<file path="src/rtl/mode_coord_if.sv">
// Bundle of strobed input events and registered coordinate outputs for mode_coord_ctrl.
interface mode_coord_if;
  logic        key_valid;
  logic [3:0]  key_code;
  logic        us_valid;
  logic [7:0]  us_dist;
  logic        adc_valid;
  logic [11:0] adc_x;
  logic [11:0] adc_y;
  logic [1:0]  state;
  logic [3:0]  x;
  logic [3:0]  y;
  logic        coord_valid;

  modport master (
    output key_valid, key_code, us_valid, us_dist, adc_valid, adc_x, adc_y,
    input  state, x, y, coord_valid
  );

  modport slave (
    input  key_valid, key_code, us_valid, us_dist, adc_valid, adc_x, adc_y,
    output state, x, y, coord_valid
  );
endinterface

</file>
<file path="src/rtl/mode_coord_ctrl.sv">
// Input-mode coordinator: turns keypad, ultrasonic and joystick events into a
// committed (x,y) target in the 0..9 grid, one cycle after each strobe.
//
// state  | meaning
// SELECT | waiting for A/B/C to pick an input source; x=y=F
// ULTRA  | x follows the quantized, debounced ultrasonic distance; y=0
// KEYB   | two-digit keypad entry, committed with E
// ANALOG | x/y follow the joystick ADC top nibbles
module mode_coord_ctrl #(
  parameter int unsigned STABLE_N = 3,
  parameter int unsigned US_SHIFT = 4
) (
  input logic        clk,
  input logic        reset,
  mode_coord_if.slave bus
);

  typedef enum logic [1:0] {
    S_SELECT = 2'b00,
    S_ULTRA  = 2'b01,
    S_KEYB   = 2'b10,
    S_ANALOG = 2'b11
  } state_t;

  localparam logic [3:0] KEY_A  = 4'hA;
  localparam logic [3:0] KEY_B  = 4'hB;
  localparam logic [3:0] KEY_C  = 4'hC;
  localparam logic [3:0] KEY_E  = 4'hE;
  localparam logic [3:0] KEY_F  = 4'hF;
  localparam logic [3:0] NONE   = 4'hF;
  localparam logic [2:0] STABLE = 3'(STABLE_N);

  state_t     state_q;
  logic [3:0] x_q, y_q;
  logic       cv_q;
  logic [1:0] idx_q;
  logic [2:0] run_q;
  logic [3:0] prev_q;

  logic [7:0] us_shr;
  logic [3:0] q_us, ax, ay;
  logic [2:0] run_next;
  logic       unused_adc_low;

  assign us_shr = bus.us_dist >> US_SHIFT;
  assign q_us   = (us_shr > 8'd9) ? 4'd9 : us_shr[3:0];
  assign ax     = (bus.adc_x[11:8] > 4'd9) ? 4'd9 : bus.adc_x[11:8];
  assign ay     = (bus.adc_y[11:8] > 4'd9) ? 4'd9 : bus.adc_y[11:8];
  assign unused_adc_low = ^{bus.adc_x[7:0], bus.adc_y[7:0]};

  // Run length including the current sample; saturates so a long steady run
  // cannot wrap and re-trigger.
  always_comb begin
    run_next = 3'd1;
    if (q_us == prev_q)
      run_next = (run_q >= STABLE) ? STABLE : run_q + 3'd1;
  end

  always_ff @(posedge clk) begin
    if (reset) begin
      state_q <= S_SELECT;
      x_q     <= NONE;
      y_q     <= NONE;
      cv_q    <= 1'b0;
      idx_q   <= 2'd0;
      run_q   <= 3'd0;
      prev_q  <= NONE;
    end else begin
      cv_q <= 1'b0;
      if (bus.key_valid) begin
        // A key always wins; any coincident sample is dropped.
        if (state_q == S_SELECT) begin
          if (bus.key_code == KEY_A || bus.key_code == KEY_B || bus.key_code == KEY_C) begin
            state_q <= (bus.key_code == KEY_A) ? S_ULTRA :
                       (bus.key_code == KEY_B) ? S_KEYB : S_ANALOG;
            x_q    <= NONE;
            y_q    <= NONE;
            idx_q  <= 2'd0;
            run_q  <= 3'd0;
            prev_q <= NONE;
          end
        end else if (bus.key_code == KEY_F) begin
          state_q <= S_SELECT;
          x_q     <= NONE;
          y_q     <= NONE;
          idx_q   <= 2'd0;
          run_q   <= 3'd0;
          prev_q  <= NONE;
        end else if (state_q == S_KEYB) begin
          if (bus.key_code <= 4'd9) begin
            if (idx_q == 2'd0) begin
              x_q   <= bus.key_code;
              y_q   <= NONE;
              idx_q <= 2'd1;
            end else if (idx_q == 2'd1) begin
              y_q   <= bus.key_code;
              idx_q <= 2'd2;
            end
          end else if (bus.key_code == KEY_E && idx_q == 2'd2) begin
            cv_q  <= 1'b1;
            idx_q <= 2'd0;
          end
        end
      end else if (bus.us_valid && state_q == S_ULTRA) begin
        run_q  <= run_next;
        prev_q <= q_us;
        if (run_next == STABLE && q_us != x_q) begin
          x_q  <= q_us;
          y_q  <= 4'd0;
          cv_q <= 1'b1;
        end
      end else if (bus.adc_valid && state_q == S_ANALOG) begin
        x_q <= ax;
        y_q <= ay;
        if ({ax, ay} != {x_q, y_q})
          cv_q <= 1'b1;
      end
    end
  end

  assign bus.state       = state_q;
  assign bus.x           = x_q;
  assign bus.y           = y_q;
  assign bus.coord_valid = cv_q;

endmodule

</file>
<file path="src/flat_wrapper.sv">
// flat-port wrapper written by rule: the top's interface ports become plain ports
module mode_coord_ctrl_flat 
#(
  parameter int unsigned STABLE_N = 3,
  parameter int unsigned US_SHIFT = 4
)
  (clk, reset, bus_key_valid, bus_key_code, bus_us_valid, bus_us_dist, bus_adc_valid, bus_adc_x, bus_adc_y, bus_state, bus_x, bus_y, bus_coord_valid);
  mode_coord_if bus_i ();
  input logic clk;
  input logic reset;
  input wire logic [$bits(bus_i.key_valid)-1:0] bus_key_valid;
  input wire logic [$bits(bus_i.key_code)-1:0] bus_key_code;
  input wire logic [$bits(bus_i.us_valid)-1:0] bus_us_valid;
  input wire logic [$bits(bus_i.us_dist)-1:0] bus_us_dist;
  input wire logic [$bits(bus_i.adc_valid)-1:0] bus_adc_valid;
  input wire logic [$bits(bus_i.adc_x)-1:0] bus_adc_x;
  input wire logic [$bits(bus_i.adc_y)-1:0] bus_adc_y;
  output wire logic [$bits(bus_i.state)-1:0] bus_state;
  output wire logic [$bits(bus_i.x)-1:0] bus_x;
  output wire logic [$bits(bus_i.y)-1:0] bus_y;
  output wire logic [$bits(bus_i.coord_valid)-1:0] bus_coord_valid;
  assign bus_i.key_valid = bus_key_valid;
  assign bus_i.key_code = bus_key_code;
  assign bus_i.us_valid = bus_us_valid;
  assign bus_i.us_dist = bus_us_dist;
  assign bus_i.adc_valid = bus_adc_valid;
  assign bus_i.adc_x = bus_adc_x;
  assign bus_i.adc_y = bus_adc_y;
  assign bus_state = bus_i.state;
  assign bus_x = bus_i.x;
  assign bus_y = bus_i.y;
  assign bus_coord_valid = bus_i.coord_valid;
  mode_coord_ctrl #(.STABLE_N(STABLE_N), .US_SHIFT(US_SHIFT)) u_core (.clk(clk), .reset(reset), .bus(bus_i));
endmodule
</file>
<file path="config.mk">
export PLATFORM = sky130hd
export DESIGN_NAME = mode_coord_ctrl_flat
export DESIGN_NICKNAME = d
export VERILOG_FILES = /design/src/rtl/mode_coord_if.sv /design/src/rtl/mode_coord_ctrl.sv /design/src/flat_wrapper.sv
export SDC_FILE = /design/constraint.sdc
export NUM_CORES = 1
export LEC_CHECK = 0
export ABC_AREA = 1
export CAP_MARGIN = 20
export CORE_UTILIZATION = 40
export CTS_CLUSTER_SIZE = 8
export DETAILED_ROUTE_END_ITERATION = 6
export DONT_BUFFER_PORTS = 1
export GPL_TIMING_DRIVEN = 0
export PLACE_DENSITY = 0.6
export SYNTH_ARGS = -nofsm -noshare
export SYNTH_HDL_FRONTEND = slang
export SYNTH_SLANG_ARGS = --single-unit
</file>
<file path="constraint.sdc">
create_clock -name clk -period 1.6 [get_ports clk]
set_input_delay 0.24 -clock clk [delete_from_list [all_inputs] [get_ports clk]]
set_output_delay 0.24 -clock clk [all_outputs]
set_load 0.02 [all_outputs]
</file>
==> run summary <==
Detail Placement HPWL -> 2.97 mm
CP required -> 1.73 ns
DRT iter0 DRCs -> 80
Share of layout cells above drive strength 1 -> 28.1%
CTS buffer count -> 3
Drt first pass iters -> 4
WS Path Type -> register to register
H-tree levels -> 1
Placer Congestion -> 0.852
Clock skew -> 0.00357 ns
Diodes inserted -> 0
Routed wire length -> 3.93 mm
Avg Vias per Cell -> 5.22
Max Slew Vio Count -> 0
Final period utilization -> 107%
Failing checks -> negative setup slack
Static Leak -> 0.000864 uW
Max Freq -> 584 MHz
Clk sink count -> 20
Wire length of the first global-routing pass -> 6.63 mm
# rows -> 21
Setup ws final -> -0.112 ns
Status -> finished, violations left
Mapped Area -> 0.00151 sq mm
Filler cells -> 366
Initial antenna violation count -> 0
Crit-path max FO -> 5
Unrepaired setup endpoints after global routing -> true
Post-synthesis cell count -> 250
Ys Warns -> 0
Slew @ Worst Pin -> 0.546 ns
Longest Clk Path Bufs -> 2
Arrival @ worst endpoint -> 1.84 ns
Area delta synth->final -> 26.8%
Total nets after synthesis -> 293
Largest area contributor in the netlist -> dfxtp_1
Ports -> 52
IO Port Bufs -> 0
Vias after detailed routing -> 1597
Final instance area -> 0.00191 sq mm
FF-to-FF End -> u_core.bus.x[3]
Nets -> 304
Clock latency on the worst-skew pair -> 0.26 ns
Placed Area -> 0.00162 sq mm
Worst hold path class -> primary input to register
WHS Endpoint -> u_core.run_q[0]
Yosys reg bits -> 20
Hold Crit Start -> reset
RR Startpoint -> u_core.run_q[1]
Global Route Usage Sum -> 20.6%
TritonCTS clock tree -> done
# setup viols final -> 10
P per Cell Area -> 900 mW/mm^2
Die area -> 0.00402 sq mm
CP Launch Type -> register
Final ANT Viol Nets -> 0
Count of unique library cells instantiated by Yosys -> 28
Area contributors post-synth -> dfxtp_1 27%, nand2_1 16%, inv_1 9.2%, nand3_1 8.6%, o21ai_0 6.3%
Design Power -> 1720 uW
Area of the core -> 0.00347 sq mm
Register-to-register setup slack -> -0.11 ns
Max Cap Viol -> 0
WL per Instance -> 12.8 microns
Vias in the first global route -> 1452
Max_slew headroom -> 63.6%
Post-route DRC -> 0
Post-Syn Area per Cell -> 6.03 sq um
Min cycle time layout -> 1.71 ns
CTS Root Cell -> clkbuf_8
Max VDD drop -> 474 uV
FF+latch area -> 412 sq um
Die height -> 63.4 microns
Worst R2R Path Depth -> 11
Initial Utilization -> 43.5%
Multi-input logic area -> 0.00120 sq mm
Utilization after layout -> 55.1%
Die width -> 63.4 microns
Largest net degree at the start of global routing -> 12
Worst setup EP type -> register
Clk slew on worst S/H paths -> 0.08 ns
Final hold viol count -> 0
Total global routing overflow -> 0
Seq/Total Area, Yosys -> 26.6%
Hold Path Depth -> 1
Post-synth top area share -> 26.6%
[metal layers]
metal	share of wire (%)	vias up	track usage, %
met2	47	37	34.2
met4	1.1	0	5.97
met5	0	-	0
met1	48	719	27.5
met3	4.3	5	2.54
li1	-	836	-
[synthesized netlist by cell type]
| library cell | instances |
|---|---|
| a211o_1 | 1 |
| a21oi_1 | 12 |
| and2_1 | 1 |
| clkbuf_1 | 2 |
| dfxtp_1 | 20 |
| ha_1 | 2 |
| inv_1 | 37 |
| inv_2 | 2 |
| nand2_1 | 66 |
| nand2_2 | 8 |
| nand2_4 | 1 |
| nand3_1 | 26 |
| nand3_2 | 3 |
| nand3b_1 | 1 |
| nand4_1 | 1 |
| nor2_1 | 22 |
| nor2_2 | 2 |
| nor3_1 | 5 |
| nor3_2 | 1 |
| nor3_4 | 1 |
| nor4_1 | 1 |
| o211ai_1 | 7 |
| o21ai_0 | 19 |
| o21ai_2 | 2 |
| o22ai_1 | 2 |
| o31ai_1 | 1 |
| or2_2 | 1 |
| xor2_1 | 3 |
[layout make-up]
type | count | area share (%)
Multi-Input combinational cell | 190 | 62.6
Sequential cell | 20 | 21.5
Inverter | 39 | 7.66
Tap cell | 46 | 3.01
Clock buffer | 4 | 2.88
Timing Repair Buffer | 5 | 1.96
Buffer | 2 | 0.393
[state kept, by name (all words and copies together) (netlist names)]
register and flops:
u_core.bus.state 2, u_core.prev_q 4, u_core.run_q 3, u_core.idx_q 2, u_core.bus.x 4, u_core.bus.y 4
u_core.bus.coord_valid 1
[worst max-delay path, cell delays in order (launching register included)]
cell	delay [ns]
dfxtp_2	0.34
ha_4	0.16
ha_4	0.15
nor2_4	0.07
nand2_2	0.07
or2_4	0.26
nand2_4	0.07
nor2_4	0.04
nand3_4	0.14
nand2_8	0.11
nand3_4	0.11
nand3_2	0.07
[cell families after synthesis]
group | count (synthesis) | share of synthesized area [%]
fa+ha+maj | 2 | 1.66
buf+inv | 41 | 10.2
compound gates | 44 | 16.8
flops | 20 | 26.6
simple gates | 140 | 43.0
xor+xnor | 3 | 1.74
[worst max-delay path by stage]
| stage | from | endpoint | slack, ns |
|---|---|---|---|
| 2_1_floorplan | u_core.run_q[1] | u_core.bus.y[3] | 0.007 |
| 3_3_place_gp | u_core.bus.state[1] | u_core.bus.x[3] | -0.18 |
| 3_5_place_dp | u_core.bus.state[0] | u_core.bus.y[1] | -0.19 |
| 4_1_cts | u_core.run_q[0] | u_core.bus.y[1] | -0.1 |
| 5_1_grt | u_core.run_q[1] | u_core.bus.x[3] | -0.20 |
| 6_report | u_core.run_q[1] | u_core.bus.x[3] | -0.11 |
[stage by stage]
step | hold WS, ns | instances | setup TNS, ns | setup slack [ns]
floorplan | 0.302 | 250 | 0 | 0.00673
global placement | 0.303 | 296 | -1.57 | -0.184
detailed placement | 0.305 | 296 | -1.55 | -0.192
CTS | 0.0273 | 303 | -0.728 | -0.0950
global route | 0.0292 | 306 | -1.74 | -0.198
finish | 0.0308 | 306 | -0.791 | -0.112
[placed cells by master (no fill, tap or decap), types with 2 or more instances in the layout]
cell,instances
nand2_1,54
inv_1,35
nor2_1,20
o21ai_0,19
nand2_2,16
nand3_1,14
nand3_2,13
dfxtp_1,11
a21oi_1,10
dfxtp_2,9
o211ai_1,7
nor3_1,5
buf_4,5
nor2_4,4
inv_2,4
clkbuf_8,4
xor2_1,3
nand2_4,3
nand2_8,3
o21ai_2,2
nand3_4,2
a21oi_4,2
clkbuf_1,2
o22ai_1,2
ha_4,2
[report_power, final]
group | leakage, uW | internal, uW | total, uW | switching, uW
registers | 0.000165 | 568 | 691 | 123
clock network | 0.0000288 | 219 | 395 | 175
logic | 0.000670 | 226 | 634 | 408
total | 0.000864 | 1010 | 1720 | 707
[repair_timing]
item	in CTS	in global routing
cloned	1	0
resized for setup	9	37
endpoints found under the hold margin	0	0
setup buffers	2	3
pin swaps	5	13
hold buffers	0	0
setup endpoints to repair	11	12
Power figures use the tool's default switching activity.
